<file path="src/rtl/nes_mem_pkg.sv">
// Shared CPU-bus definitions for the memory subsystem: register addresses, DMA state encoding, bus bundle.
// No logic; constants, types and one helper only.
package nes_mem_pkg;

  localparam logic [15:0] ADDR_PPU_OAMADDR = 16'h2003;
  localparam logic [15:0] ADDR_PPU_OAMDATA = 16'h2004;
  localparam logic [15:0] ADDR_OAM_DMA     = 16'h4014;

  typedef enum logic [2:0] {
    ST_IDLE  = 3'd0,
    ST_ALIGN = 3'd1,
    ST_READ  = 3'd2,
    ST_HOLD  = 3'd3,
    ST_WRITE = 3'd4
  } dma_state_t;

  typedef struct packed {
    logic [15:0] addr;
    logic [7:0]  data;
    logic        write_en;
    logic        read_en;
  } bus_t;

  function automatic logic is_dma_trigger(input bus_t b);
    return b.write_en && (b.addr == ADDR_OAM_DMA);
  endfunction

endpackage

</file>
<file path="src/rtl/oam_dma_bus_mux.sv">
// Selects core-driven or DMA-driven CPU bus cycle; purely combinational, zero latency.
// No backpressure of its own: the DMA side wins whenever sel_dma is high.
module oam_dma_bus_mux
  import nes_mem_pkg::*;
(
  input  logic sel_dma,
  input  bus_t core_bus,
  input  bus_t dma_bus,
  output bus_t bus
);

  assign bus = sel_dma ? dma_bus : core_bus;

endmodule

</file>
<file path="src/rtl/oam_dma_ctrl.sv">
// Sprite DMA initiator: a write to $4014 copies page $PP00-$PPFF into OAM via $2004 (OAM_DMA_ALIGN_EN adds get/put alignment).
// Latency 2+RD_LATENCY cycles per byte; the core is stalled and its strobes dropped for the whole transfer.
module oam_dma_ctrl
  import nes_mem_pkg::*;
#(
  parameter int RD_LATENCY = 1,
  parameter int DMA_BYTES  = 256
) (
  input  logic        clk,
  input  logic        rst,
  input  logic [15:0] core_addr,
  input  logic [7:0]  core_data,
  input  logic        core_write_en,
  input  logic        core_read_en,
  input  logic [7:0]  mem_data_out,
  output logic [15:0] bus_addr,
  output logic [7:0]  bus_data,
  output logic        bus_write_en,
  output logic        bus_read_en,
  output logic        core_stall,
  output logic        dma_busy
);

  localparam logic [7:0] LAST_IDX  = 8'(DMA_BYTES - 1);
  localparam logic [1:0] HOLD_LAST = 2'(RD_LATENCY);

  dma_state_t  state;
  logic [7:0]  page;
  logic [7:0]  idx;
  logic [1:0]  hcnt;
  logic [7:0]  byte_q;
  logic        busy_q;
  logic [15:0] dma_addr_q;
  logic        dma_re_q;
  logic        dma_we_q;

  bus_t core_bus;
  bus_t dma_bus;
  bus_t mux_bus;

  assign core_bus = '{addr: core_addr, data: core_data,
                      write_en: core_write_en, read_en: core_read_en};
  assign dma_bus  = '{addr: dma_addr_q, data: byte_q,
                      write_en: dma_we_q, read_en: dma_re_q};

`ifdef OAM_DMA_ALIGN_EN
  logic cyc_odd;

  always_ff @(posedge clk) begin
    if (rst) cyc_odd <= 1'b0;
    else     cyc_odd <= ~cyc_odd;
  end
`endif

  // Bus-side outputs are registered alongside the state so they change only on state transitions.
  always_ff @(posedge clk) begin
    if (rst) begin
      state      <= ST_IDLE;
      page       <= 8'h00;
      idx        <= 8'h00;
      hcnt       <= 2'd0;
      byte_q     <= 8'h00;
      busy_q     <= 1'b0;
      dma_addr_q <= 16'h0000;
      dma_re_q   <= 1'b0;
      dma_we_q   <= 1'b0;
    end else begin
      case (state)
        ST_IDLE: begin
          if (is_dma_trigger(core_bus)) begin
            page   <= core_data;
            idx    <= 8'h00;
            hcnt   <= 2'd0;
            busy_q <= 1'b1;
`ifdef OAM_DMA_ALIGN_EN
            state      <= ST_ALIGN;
            dma_re_q   <= 1'b0;
            dma_we_q   <= 1'b0;
`else
            state      <= ST_READ;
            dma_addr_q <= {core_data, 8'h00};
            dma_re_q   <= 1'b1;
            dma_we_q   <= 1'b0;
`endif
          end
        end
`ifdef OAM_DMA_ALIGN_EN
        ST_ALIGN: begin
          // hcnt[0] marks the extra dummy cycle taken when alignment lands on an odd cycle.
          if (cyc_odd && !hcnt[0]) begin
            hcnt <= 2'd1;
          end else begin
            state      <= ST_READ;
            dma_addr_q <= {page, idx};
            dma_re_q   <= 1'b1;
          end
        end
`endif
        ST_READ: begin
          state    <= ST_HOLD;
          hcnt     <= 2'd1;
          dma_re_q <= 1'b0;
        end
        ST_HOLD: begin
          if (hcnt < HOLD_LAST) begin
            hcnt <= hcnt + 2'd1;
          end else begin
            byte_q     <= mem_data_out;
            state      <= ST_WRITE;
            dma_addr_q <= ADDR_PPU_OAMDATA;
            dma_we_q   <= 1'b1;
          end
        end
        ST_WRITE: begin
          dma_we_q <= 1'b0;
          if (idx == LAST_IDX) begin
            state  <= ST_IDLE;
            busy_q <= 1'b0;
          end else begin
            idx        <= idx + 8'd1;
            state      <= ST_READ;
            dma_addr_q <= {page, idx + 8'd1};
            dma_re_q   <= 1'b1;
          end
        end
        default: begin
          state    <= ST_IDLE;
          busy_q   <= 1'b0;
          dma_re_q <= 1'b0;
          dma_we_q <= 1'b0;
        end
      endcase
    end
  end

  oam_dma_bus_mux u_mux (
    .sel_dma  (busy_q),
    .core_bus (core_bus),
    .dma_bus  (dma_bus),
    .bus      (mux_bus)
  );

  assign bus_addr     = mux_bus.addr;
  assign bus_data     = mux_bus.data;
  assign bus_write_en = mux_bus.write_en;
  assign bus_read_en  = mux_bus.read_en;
  assign core_stall   = busy_q;
  assign dma_busy     = busy_q;

endmodule

</file>
<file path="config.mk">
export PLATFORM = sky130hd
export DESIGN_NAME = oam_dma_ctrl
export DESIGN_NICKNAME = d
export VERILOG_FILES = /design/src/rtl/nes_mem_pkg.sv /design/src/rtl/oam_dma_bus_mux.sv /design/src/rtl/oam_dma_ctrl.sv
export SDC_FILE = /design/constraint.sdc
export NUM_CORES = 1
export LEC_CHECK = 0
export ABC_AREA = 1
export BUFFER_PORTS_ARGS = -buffer_cell sky130_fd_sc_hd__buf_2
export CAP_MARGIN = 20
export CORE_ASPECT_RATIO = 0.75
export CORE_MARGIN = 5
export CORE_UTILIZATION = 60
export CTS_BUF_LIST = sky130_fd_sc_hd__clkbuf_4 sky130_fd_sc_hd__clkbuf_8
export DETAILED_ROUTE_END_ITERATION = 6
export PLACE_DENSITY = 0.87
export SYNTH_ARGS = -nofsm -noshare
export SYNTH_HDL_FRONTEND = slang
export SYNTH_HIERARCHICAL = 1
export SYNTH_SLANG_ARGS = --single-unit
</file>
<file path="constraint.sdc">
create_clock -name clk -period 4.2 [get_ports clk]
set_input_delay 0.63 -clock clk [delete_from_list [all_inputs] [get_ports clk]]
set_output_delay 0.63 -clock clk [all_outputs]
set_load 0.02 [all_outputs]
</file>
* Word level (Yosys, flattened, before mapping) *
Cells that the tools add are included.

word-level totals
  flip-flop bits (word level) = 48
  input port bits = 36
  output and inout bits = 28

cells by class
  add/sub/neg operators = 2
  $lt $le $gt $ge = 1
  eq/ne operators = 10
  mux-type cells = 23
  bitwise operators = 4
  reduce and logical (&&, ||, !) cells = 15

operators by type and width
  operator                                          number
  2-to-1 mux 16 bit                                 3
  one-hot mux 16 bit (3 select lines)               1
  2-to-1 mux 26 bit                                 1
  == test 16 x 15 -> 1 bit (second input constant)  1
  2-to-1 mux 8 bit                                  2
  one-hot mux 8 bit (2 select lines)                1
  AND reduction 3 bit                               5
  one-hot mux 3 bit (4 select lines)                1
  inequality test 2 bit (second input constant)     5
  one-hot mux 1 bit (3 select lines)                3
  adder 8 x 1 -> 8 bit (second input constant)      1
  == test 8 bit (second input constant)             1
  == test 3 x 2 -> 1 bit (second input constant)    2
  2-to-1 mux 2 bit                                  3
  2-to-1 mux 3 bit                                  2
  one-hot mux 2 bit (3 select lines)                1
  AND reduction 2 bit                               3
  nonzero test 3 bit                                2
  2-to-1 mux 1 bit                                  5
  NOT 1 bit                                         4
  AND reduction 4 bit                               1
  == test 3 bit (second input constant)             1
  logical NOT 3 bit                                 1
  adder 2 x 1 -> 2 bit (second input constant)      1
  other kinds (4)                                   4

* Depth between registers and ports, before layout *
  depth in word-level cells = 4
  mapped depth = 11
  gate-level depth less buffers = 10

* By module *
The synthesis kept the hierarchy.

modules (own cells, without submodules)
  module           times used  cells each  area each (um^2)  sequential area each (um^2)
  oam_dma_ctrl     1           390         2484.9            960.9
  oam_dma_bus_mux  1           84          372.9             0.0

* Worst setup path before layout *
No wires, ideal clock.

  path kind = in2reg
  from = in core_addr[3]
  to = reg dma_we_q
  setup time = 0.114 ns
  arrival time = 1.605 ns
  required time = 4.086 ns
  setup slack = 2.482 ns
  stages = 8
  cell sequence = or2_0 > nor2_1 > nand3_1 > nand2_2 > buf_2 > nand3_1 > nand3_1 > nand2_1

between the ends
  word-level cells in the longest chain between the ends = 4

ends and longest elaborated chain
  element                          line                 RTL
  start: declaration               oam_dma_ctrl.sv:11   input logic [15:0] core_addr,
  == test 16 x 15 -> 1 bit         nes_mem_pkg.sv:25    return b.write_en && (b.addr == ADDR_OAM_DMA);
  logical AND 1 bit                nes_mem_pkg.sv:25
  inequality test 2 bit (no line)  -
  AND reduction 3 bit (no line)    -
  end signal: assignment           oam_dma_ctrl.sv:66   dma_we_q <= 1'b0;
  end signal: assignment           oam_dma_ctrl.sv:83   dma_we_q <= 1'b0;
  end signal: assignment           oam_dma_ctrl.sv:111  dma_we_q <= 1'b1;
  end: declaration                 oam_dma_ctrl.sv:35   logic dma_we_q;

Every way passes these cells.
A chain may end at the register's enable or synchronous reset.

* Final worst setup path *
  from = reg state[0]
  to = reg dma_addr_q[6]

between the ends
  word-level cells in the longest chain between the ends = 3
  elaborated cells between the ends (all ways) = 9
  classes of those cells = 5 x eq/ne; 1 x mux; 3 x reduce/logical

ends and longest elaborated chain
  element                                                                line                 RTL
  start: declaration                                                     oam_dma_ctrl.sv:27   dma_state_t state;
  start signal: assignment                                               oam_dma_ctrl.sv:58   state <= ST_IDLE;
  start signal: assignment                                               oam_dma_ctrl.sv:80   state <= ST_READ;
  start signal: assignment                                               oam_dma_ctrl.sv:100  state <= ST_HOLD;
  == test 3 bit, or another cell as far along                            oam_dma_ctrl.sv:68   case (state)
  inequality test 2 bit (no line) or nonzero test 3 bit (tied branches)  -
  AND reduction 4 bit (no line)                                          -
  end signal: assignment                                                 oam_dma_ctrl.sv:81   dma_addr_q <= {core_data, 8'h00};
  end signal: assignment                                                 oam_dma_ctrl.sv:122  dma_addr_q <= {page, idx + 8'd1};
  end: declaration                                                       oam_dma_ctrl.sv:33   logic [15:0] dma_addr_q;

Several ways; a longest one is shown, not always the timed one.

==> tab_implementation.tex <==
\begin{tabular}{lr}
\hline
Metric & Value \\
\hline
\multicolumn{2}{l}{\textbf{Timing}} \\
\quad Worst-Margin Slew & 0.627 ns \\
\quad Final-layout setup total negative slack & 0 ns \\
\quad Fin. max-slew vios & 0 \\
\quad Part of the cycle the worst path needs & 0.545 \\
\quad Smallest setup slack after layout & 1.91 ns \\
\quad Setup clock skew after layout & 0.00239 ns \\
\quad Final Hold Violating Endpoints & 0 \\
\quad Hold Slack & 0.481 ns \\
\quad Unrepaired setup endpoints after global routing & no \\
\quad Maximum clock rate & 437 MHz \\
\quad Headroom to the max-slew limit & 0.581 \\
\quad Tmin final & 2.29 ns \\
\quad Setup violators final & 0 \\
\multicolumn{2}{l}{\textbf{Yosys}} \\
\quad Synth unique cells & 31 \\
\quad Cell accounting for the most synthesized area & sky130\_fd\_sc\_hd\_\_dfxtp\_1 \\
\quad \#FFs+latches synth & between 40 and 50 \\
\quad Most area-consuming cells after synthesis & sky130\_fd\_sc\_hd\_\_dfxtp\_1 34\%, sky130\_fd\_sc\_hd\_\_nand2\_1 22\%, sky130\_fd\_sc\_hd\_\_nor2\_1 11\% \\
\quad Syn Nets & 512 \\
\quad Sequential cell area fraction in the yosys report & 0.336 \\
\quad Ys Warns & 6 \\
\quad Syn Inst Count & 474 \\
\quad Post-Syn Area & 2860 sq um \\
\quad Synth Area per Inst & 6.03 sq um \\
\quad Share of the synthesized area in the top cell type & 0.336 \\
\multicolumn{2}{l}{\textbf{Clocking}} \\
\quad Clock transition at the registers of the reported paths & 0.09 ns \\
\quad Quantity of gates resized following cts & 0 \\
\quad Buffer levels on the longest clock path & 2 \\
\quad Maximum level of the CTS H-tree & 2 \\
\quad Library cell used as clock root buffer & sky130\_fd\_sc\_hd\_\_clkbuf\_8 \\
\quad Post-CTS Setup Inserts & 0 \\
\quad CTS tree & built \\
\quad Clock sink count & 48 \\
\quad Hold-fix buffers, CTS & 0 \\
\quad Worst skew pair latency & a little over 0.3 ns \\
\quad Total clock buffers created by CTS & 5 \\
\multicolumn{2}{l}{\textbf{Floorplan}} \\
\quad Die height & 69.8 um \\
\quad Placement row count & 21 \\
\quad Area of the die & roughly 6300 sq um \\
\quad Top Ports & 64 \\
\quad Core Box Area & 4550 sq um \\
\quad Die X-Extent & 89.7 um \\
\quad Initial Util & 0.629 \\
\multicolumn{2}{l}{\textbf{Power}} \\
\quad Final Power & 881 uW \\
\quad Total internal power & between 600 and 700 uW \\
\quad Worst vdd rail ir drop & 0.253 mV \\
\quad Combinational share of power & 0.101 \\
\quad Share of total power in sequential cells & 0.516 \\
\quad Power per Cell Area & 270 nW/um\^{}2 \\
\quad Sw Share & 0.244 \\
\quad P\_leak & 0.00171 uW \\
\quad Clk pwr share & 0.383 \\
\quad Total net switching power & 215 uW \\
\multicolumn{2}{l}{\textbf{Route}} \\
\quad Wire length on met3 & 532 um \\
\quad Total detailed-routing wirelength & 7100 um \\
\quad Met1 WL & roughly 3000 um \\
\quad Vias per inst & 5.12 \\
\quad WL per Instance & 12.1 um \\
\quad DRC viols & 0 \\
\quad Count of vias placed by the detailed router & 2998 \\
\quad Final ANT Viol Nets & 0 \\
\quad Highest routing layer actually used & met4 \\
\quad Met2 wire length & 3500 um \\
\quad Number of DRC markers after the initial detailed-route iteration & 236 \\
\quad Pre-Repair DR Iteration Count & 6 \\
\multicolumn{2}{l}{\textbf{Global routing}} \\
\quad Largest net degree at the start of global routing & 39 \\
\quad Final global-route overflow total & 0 \\
\quad Via count of the first global-routing pass & 2674 \\
\quad Antenna violations before repair & 0 \\
\quad Overall fraction of global-route tracks in use & 0.226 \\
\quad Wire length of the first global-routing pass & $\sim$11000 um \\
\multicolumn{2}{l}{\textbf{Setup path}} \\
\quad Critical Path End Type & flip-flop \\
\quad Critical path's largest stage delay & between 0.4 and 0.5 ns \\
\quad Required time reported for the critical path endpoint & 4.45 ns \\
\quad Worst Path Class, Setup & reg2reg \\
\quad Cell-by-cell trace of the critical path & nand3\_1, nand2\_1, nor2\_1, nor2\_4, nand3\_4, nand2\_1, inv\_2, nor2\_1 \\
\quad Kind of launch point of the worst setup path & flip-flop \\
\quad Critical Path Slowest Stage Cell & sky130\_fd\_sc\_hd\_\_nand3\_1 \\
\quad Maximum fanout encountered on the critical timing path & 16 \\
\quad Critical path arrival & 2.54 ns \\
\multicolumn{2}{l}{\textbf{Finish}} \\
\quad Final nets & 565 \\
\quad P\&R area growth vs syn & 14.3\% \\
\quad Post-route cell area & $\sim$3300 sq um \\
\quad Number of inserted diodes & 0 \\
\quad Proportion of layout cells with a drive suffix above 1 & 0.191 \\
\multicolumn{2}{l}{\textbf{Placement}} \\
\quad Total half-perimeter wirelength after legalization and detailed placement & between 5000 and 6000 um \\
\quad Pre-CTS setup slack & 1.88 ns \\
\quad RePlAce Congestion & 0.912 \\
\quad Post-detailed-placement cell area & 3110 sq um \\
\quad Buffers added on ports & 63 \\
\multicolumn{2}{l}{\textbf{Run}} \\
\quad Max-capacitance violation count & 0 \\
\multicolumn{2}{l}{\textbf{Run status}} \\
\quad Result of the run & complete, no violations \\
\multicolumn{2}{l}{\textbf{Worst hold path}} \\
\quad Hold WC Path Type & reg2reg \\
\hline
\end{tabular}
## final cells by class
cell class / count / area (sq um)
clock buffer: 5 / 68.8
clock inverter: 3 / 42.5
fill: 408 / 1280
inverter: 65 / 251
multi-input combinational: 342 / 1510
sequential: 48 / 961
tap: 57 / 71.3
timing repair buffer: 65 / 358
## synth_stat cells (all sizes together)
| cell type | number |
|---|---|
| nand2 | 177 |
| nor2 | 86 |
| inv | 64 |
| dfxtp | 48 |
| nand3 | 22 |
| o21ai | 19 |
| nand4 | 18 |
| buf | 15 |
| a21oi | 11 |
| clkbuf | 4 |
| ha | 2 |
| nand3b | 2 |
| a31oi | 1 |
| and2 | 1 |
| clkinv | 1 |
| o211ai | 1 |
| o21bai | 1 |
| or2 | 1 |
## placed cells by master, fill, tap and decap left out
master / instances
sky130_fd_sc_hd__nand2_1: 168
sky130_fd_sc_hd__nor2_1: 82
sky130_fd_sc_hd__buf_2: 63
sky130_fd_sc_hd__inv_1: 51
sky130_fd_sc_hd__dfxtp_1: 48
sky130_fd_sc_hd__nand3_1: 21
sky130_fd_sc_hd__o21ai_0: 19
sky130_fd_sc_hd__nand4_1: 17
sky130_fd_sc_hd__inv_2: 12
sky130_fd_sc_hd__a21oi_1: 11
sky130_fd_sc_hd__nand2_2: 8
sky130_fd_sc_hd__clkbuf_8: 5
sky130_fd_sc_hd__nor2_4: 2
sky130_fd_sc_hd__nand3b_1: 2
sky130_fd_sc_hd__ha_1: 2
sky130_fd_sc_hd__or2_0: 1
sky130_fd_sc_hd__nand4_2: 1
sky130_fd_sc_hd__and2_0: 1
sky130_fd_sc_hd__nor2_2: 1
sky130_fd_sc_hd__nand2_4: 1
sky130_fd_sc_hd__nand3_4: 1
sky130_fd_sc_hd__o21bai_1: 1
sky130_fd_sc_hd__o211ai_1: 1
sky130_fd_sc_hd__nor2_8: 1
sky130_fd_sc_hd__clkinv_1: 1
sky130_fd_sc_hd__a31oi_1: 1
sky130_fd_sc_hd__clkinv_2: 1
sky130_fd_sc_hd__clkinvlp_4: 1
sky130_fd_sc_hd__bufinv_16: 1
sky130_fd_sc_hd__buf_8: 1
sky130_fd_sc_hd__buf_16: 1
sky130_fd_sc_hd__inv_8: 1
## critical path: cells and delay by family (launching register included)
| kind | cells | cell delay (ns) |
|---|---|---|
| DFF | 1 | 0.44 |
| buffers and inverters | 1 | 0.03 |
| and+or+nand+nor | 7 | 1.75 |
## stage by stage
stage                util  std cells
floorplan               -        474
global placement    0.685        575
detailed placement  0.685        575
CTS                 0.709        583
global route        0.719        585
finish              0.719        585
## sequential cells by signal, summed over array words and instances, names as in the netlist
| name | count |
|---|---|
| dma_we_q | 1 |
| core_stall | 1 |
| state | 3 |
| idx | 8 |
| hcnt | 2 |
| page | 8 |
| dma_re_q | 1 |
| dma_addr_q | 16 |
| byte_q | 8 |
## final timing paths
kind / from / endpoint / slack, ns / depth (start not counted)
hold reg to reg: dma_we_q / dma_we_q / 0.48 / 2
setup reg to reg: state[0] / dma_addr_q[6] / 1.91 / 8
setup / recovery: state[0] / dma_addr_q[6] / 1.91 / 8
hold / removal: dma_we_q / dma_we_q / 0.48 / 2
## kinds of logic (layout without fill, tap and decap cells)
| group | count (synthesis) | after routing | synth area share |
|---|---|---|---|
| simple gates | 307 | 307 | 0.461 |
| buf+inv | 84 | 138 | 0.134 |
| flops | 48 | 48 | 0.336 |
| compound gates | 33 | 33 | 0.0600 |
| fa+ha+maj | 2 | 2 | 0.00876 |
## metal layers
metal / global-route usage / vias to the layer above
met1: 0.281 / 1337
met2: 0.380 / 110
met4: 0.0711 / 0
li1: - / 1545
met3: 0.0511 / 6
met5: 0 / -
## power groups by stage
stage	Clock (uW)	Sequential, uW	Combinational (uW)
floorplan	0	465	47.0
global placement	0	465	84.0
detailed placement	0	465	85.1
CTS	341	455	85.5
global route	361	455	97.1
finish	337	455	88.7
Power figures use the tool's default switching activity.
